==> config.mk <==
export PLATFORM = sky130hd
export DESIGN_NAME = pci_burst_counter
export DESIGN_NICKNAME = d
export VERILOG_FILES = /design/src/rtl/pci_burst_counter.sv
export SDC_FILE = /design/constraint.sdc
export NUM_CORES = 1
export LEC_CHECK = 0
export ABC_AREA = 1
export CAP_MARGIN = 20
export CORE_MARGIN = 2
export CORE_UTILIZATION = 37
export DETAILED_ROUTE_END_ITERATION = 12
export GPL_ROUTABILITY_DRIVEN = 0
export MAX_ROUTING_LAYER = met4
export PLACE_DENSITY = 0.77
export SLEW_MARGIN = 20
export SYNTH_ARGS = -nofsm -noshare
export SYNTH_HDL_FRONTEND = slang
export SYNTH_SLANG_ARGS = --single-unit
==> constraint.sdc <==
create_clock -name clk -period 1.1 [get_ports clk]
set_input_delay 0.165 -clock clk [delete_from_list [all_inputs] [get_ports clk]]
set_output_delay 0.165 -clock clk [all_outputs]
set_load 0.01 [all_outputs]
==> src/rtl/pci_burst_counter.sv <==
// PCI burst data-phase counter: tracks remaining phases and flags done/disconnect/len errors.
// Optional TRDY# wait timeout is built only when PCI_WAIT_TMO_EN is defined.
module pci_burst_counter #(
    parameter int unsigned CNT_W   = 4,
    parameter int unsigned TMO_CYC = 16
) (
    input  logic             clk,
    input  logic             rst,
    input  logic             load,
    input  logic [CNT_W-1:0] len,
    input  logic             irdy_n,
    input  logic             trdy_n,
    input  logic             stop_n,
    output logic             busy,
    output logic [CNT_W-1:0] remaining,
    output logic             last,
    output logic             done,
    output logic             disc,
    output logic             len_err,
    output logic             tmo
);

    typedef enum logic {IDLE, XFER} state_e;

    state_e           state_q, state_d;
    logic [CNT_W-1:0] rem_q, rem_d;
    logic             done_q, done_d;
    logic             disc_q, disc_d;
    logic             len_err_q, len_err_d;
    logic             phase_ok;

    assign phase_ok = (state_q == XFER) && !irdy_n && !trdy_n;

`ifdef PCI_WAIT_TMO_EN
    // Counter only needs to reach TMO_CYC-1; the TMO_CYC-th waiting cycle fires the timeout.
    localparam int unsigned WCNT_W = (TMO_CYC > 1) ? $clog2(TMO_CYC) : 1;

    logic [WCNT_W-1:0] wcnt_q, wcnt_d;
    logic              tmo_q, tmo_d;
    logic              wait_expired;

    assign wait_expired = (state_q == XFER) && trdy_n && (wcnt_q == WCNT_W'(TMO_CYC - 1));
`endif

    always_comb begin
        state_d   = state_q;
        rem_d     = rem_q;
        done_d    = 1'b0;
        disc_d    = 1'b0;
        len_err_d = 1'b0;
`ifdef PCI_WAIT_TMO_EN
        tmo_d     = 1'b0;
`endif
        case (state_q)
            IDLE: begin
                if (load) begin
                    if (len != '0) begin
                        rem_d   = len;
                        state_d = XFER;
                    end else begin
                        len_err_d = 1'b1;
                    end
                end
            end
            XFER: begin
                if (phase_ok && rem_q != '0) begin
                    rem_d = rem_q - 1'b1;
                end
                // Final-phase completion outranks STOP#, which outranks the wait timeout.
                if (phase_ok && rem_q == CNT_W'(1)) begin
                    state_d = IDLE;
                    done_d  = 1'b1;
                end else if (!stop_n) begin
                    state_d = IDLE;
                    disc_d  = 1'b1;
                end
`ifdef PCI_WAIT_TMO_EN
                else if (wait_expired) begin
                    state_d = IDLE;
                    tmo_d   = 1'b1;
                end
`endif
            end
            default: state_d = IDLE;
        endcase
    end

`ifdef PCI_WAIT_TMO_EN
    always_comb begin
        wcnt_d = '0;
        if (state_q == XFER && state_d == XFER && trdy_n) begin
            wcnt_d = wcnt_q + 1'b1;
        end
    end

    always_ff @(posedge clk or posedge rst) begin
        if (rst) begin
            wcnt_q <= '0;
            tmo_q  <= 1'b0;
        end else begin
            wcnt_q <= wcnt_d;
            tmo_q  <= tmo_d;
        end
    end

    assign tmo = tmo_q;
`else
    assign tmo = 1'b0;
`endif

    always_ff @(posedge clk or posedge rst) begin
        if (rst) begin
            state_q   <= IDLE;
            rem_q     <= '0;
            done_q    <= 1'b0;
            disc_q    <= 1'b0;
            len_err_q <= 1'b0;
        end else begin
            state_q   <= state_d;
            rem_q     <= rem_d;
            done_q    <= done_d;
            disc_q    <= disc_d;
            len_err_q <= len_err_d;
        end
    end

    assign busy      = (state_q == XFER);
    assign remaining = rem_q;
    assign last      = (state_q == XFER) && (rem_q == CNT_W'(1));
    assign done      = done_q;
    assign disc      = disc_q;
    assign len_err   = len_err_q;

endmodule

==> results.env <==
SYNTH_TOP_AREA_SHARE=0.3874
DRTPASS1ITERATIONS=4
HTREE_NUM_LEVELS=1
SYNTH.LIB_CELLS_USED.DISTINCT=20
PLACEMENT.SETUP.WORST_SLACK_PS=-318.2
SYNTH_WARNINGS=0
PLACED_CELLS=106
GRT_USE_TOTAL=0.1795
NUMBER_OF_STORAGE_ELEMENTS_IN_THE_SYNTHESIS_NETLIST=8
SYNTH_SEQ_AREA_SHARE=0.3874
FINISH.INSTANCE_AREA_SQ_UM=894.6
VDD_IR_DROP_MAX_uV=1249
NET_COUNT_SYNTH=75
AVGSYNTHCELLAREA_SQ_UM=8.202
DIE-WIDTH_MICRONS=41.37
DETAILEDPLACEMENTHPWL_MICRONS=911.6
FIN_NETS=111
SYNTH.LARGEST_AREA_CELL='dfrtp_1'
R2R_CELLS=8
FLOORPLAN.INITIALDENSITY=0.3971
POST_DETAILED_PLACEMENT_CELL_AREA_SQ_UM=799.5
CTS_HOLD_REPAIR.BUFFERS=0
POWER_DENSITY_nW_PER_UM2=2193
FINALHOLDVIOLCOUNT=0
SYN2LAYOUT_AREA_GROWTH_PCT=73.12
RSZ0062_AT_GRT='yes'
LAYOUT.CORE_UTILIZATION=0.6875
TIMING.CLOCK.SKEW_PS=2.482
STATIC_LEAK_uW=0.0004576
FINALSETUPVIOLCOUNT=8
TRITONCTS.NUM_BUFFERS=3
CTS.CLK_SLEW.WORST_PATHS_PS=50
WORST_R2R_ENDPOINT='remaining[2]'
DETAIL_ROUTE.VIAS_PER_CELL=4.679
HOLD_PATH_CLASS='primary input to async pin'
FINALWORSTSETUPSLACK_PS=-192.3
SYNTHTOPCELLSBYAREA='dfrtp_1 (39%), nand2_1 (11%), nand3_1 (7.7%)'
WORST_SKEW_PAIR_LATER_PIN_LATENCY_PS=250
GLOBAL_ROUTE.OVERFLOW_TOTAL=0
FINAL_CLOCK_PERIOD_UTILIZATION_BY_THE_WORST_PATH=1.175
N_ANTENNA_CELL=0
DRT_FIRST_ITER_VIOLATIONS=15
COUNT_OF_VIAS_PLACED_BY_THE_DETAILED_ROUTER=524
FIRST_GLOBAL_VIAS=484
ROUTED_WIRELENGTH_MICRONS=1173
MAX_FANOUT_ON_CRITICAL_PATH=2
POST_SYNTH_INSTANCE_AREA_SQ_UM=516.7
TRITONCTS_CLOCK_TREE='yes'
MAX-CAP-VIOLATIONS=0
SYNTHESIZED_INSTANCE_COUNT=63
CLOCKBUFFERDEPTH=2
TIMING.REG2REG.SETUP_SLACK_PS=-160
GLOBAL_ROUTE_WIRE_LENGTH_BEFORE_REPAIR_MICRONS=1925
FLOORPLAN.IO_PINS=20
TRITONCTS_NUM_SINKS=8
DRT.ANTENNA.VIOLATING_NETS=0
CORE_AREA_SQ_UM=1301
IO_BUFFER_COUNT=18
TIMING.FMAX_MHz=773.8
DIEHEIGHT_MICRONS=41.37
NUMBER_OF_PINS_WITH_NEGATIVE_MAX_SLEW_SLACK_IN_THE_FINAL_REPORT=0
OUTCOME='finished with violations'
ROUTEDWLPERCELL_MICRONS=10.47
CRITICAL_PATH.REG2REG.STARTPOINT='remaining[0]'
DRC_VIOLATIONS_LEFT=0
LAYOUT-DRIVE-GT1-SHARE=0.4433
VIOLATIONS='negative setup slack'
POST_LAYOUT_NONFILLER_INSTANCES=112
FINALCRITICALPERIOD_PS=1292
REPORT.POWER.TOTAL_uW=1962
GRT_ANTENNA_BEFORE_REPAIR=0
WORSTPATHREQUIRED_PS=940
LARGEST_NET_DEGREE_AT_THE_START_OF_GLOBAL_ROUTING=9
CTS-ROOT-BUF='clkbuf_4'
PLACEMENT_ROWS=13
DIE-AREA_SQ_UM=1711
CRITICAL_PATH_ARRIVAL_PS=1130
ENDPOINT_KIND='output pin'
WORST_SETUP_PATH_START_KIND='register'
PATH_CLASS='register to output pin'
==> cell usage after synthesis, drive strengths merged <==
cell   number
buf         2
conb        1
dfrtp       8
ha          2
inv         7
nand2      20
nand3       8
nor2        7
nor3        2
o21ai       4
or2         2
==> repair_timing <==
action                                  CTS  global route
pin swaps                                 1             5
gates resized for setup                  30            13
setup buffers                             3             1
endpoints found under the setup margin   13            10
==> critical path, stage by stage, from the launching register on <==
cell and delay [ps]:
dfrtp_1 380, buf_6 120, nor2_4 100, nand2_1 60, nor2_1 90, buf_2 130
==> per-stage QoR <==
| stage | hold slack, ps | TNS [ps] |
|---|---|---|
| 3_5_place_dp | 436.0 | -1462 |
| 4_1_cts | 166.2 | -802.0 |
| 3_3_place_gp | 432.8 | -1228 |
| 6_report | 156.0 | -909.8 |
| 5_1_grt | 183.8 | -1359 |
| 2_1_floorplan | -19.34 | -48.79 |
==> layer usage <==
layer  share of wire  GRT usage  wire length, microns  up-vias
li1                -          -                     -      269
met1            0.43     0.2093                   506      235
met2            0.50     0.3047                   592       18
met3           0.058    0.03191                    68        2
met4          0.0051    0.07258                     6        0
met5               0          -                     0        -
==> how the worst max path moves through the flow <==
stage                            start           end  cells after the start
after floorplan           remaining[0]  remaining[2]                      7
after global placement    remaining[1]          last                      5
after detailed placement  remaining[1]          last                      5
after CTS                 remaining[1]          last                      5
after global routing      remaining[3]          last                      5
final                     remaining[2]          last                      5
==> cell families after synthesis <==
| family | share of synthesized area |
|---|---|
| AND/OR/NAND/NOR | 0.4310 |
| buffers and inverters | 0.08716 |
| flip-flops | 0.3874 |
| AO/OA/AOI/OAI | 0.03874 |
| adder cells (fa/ha/maj) | 0.04842 |
| other | 0.007257 |
==> where the power goes <==
| group | internal, uW | switching (uW) | total (uW) |
|---|---|---|---|
| clock network | 125 | 94.5 | 219 |
| logic | 702 | 594 | 1300 |
| registers | 380 | 66.9 | 447 |
| total | 1210 | 756 | 1960 |
==> registers in the layout (all words and copies together) (netlist names) <==
name	flops
remaining	4
busy	1
disc	1
done	1
len_err	1
==> layout make-up <==
| type | count | area (sq um) |
|---|---|---|
| timing repair buffer | 33 | 300.3 |
| multi-input combinational | 46 | 324.1 |
| fill | 115 | 406.6 |
| clock buffer | 3 | 22.52 |
| tap | 15 | 18.77 |
| sequential | 8 | 200.2 |
| inverter | 7 | 28.78 |
==> placed cells by master, fill, tap and decap left out, drive strengths merged <==
cell,n
nand2,20
buf,20
clkdlybuf4s50,9
dfrtp,8
nand3,8
nor2,7
inv,7
o21ai,4
clkbuf,3
dlygate4sd2,3
or2,2
ha,2
nor3,2
conb,1
clkdlybuf4s15,1
Note: power is estimated with default switching activity, not from simulation.
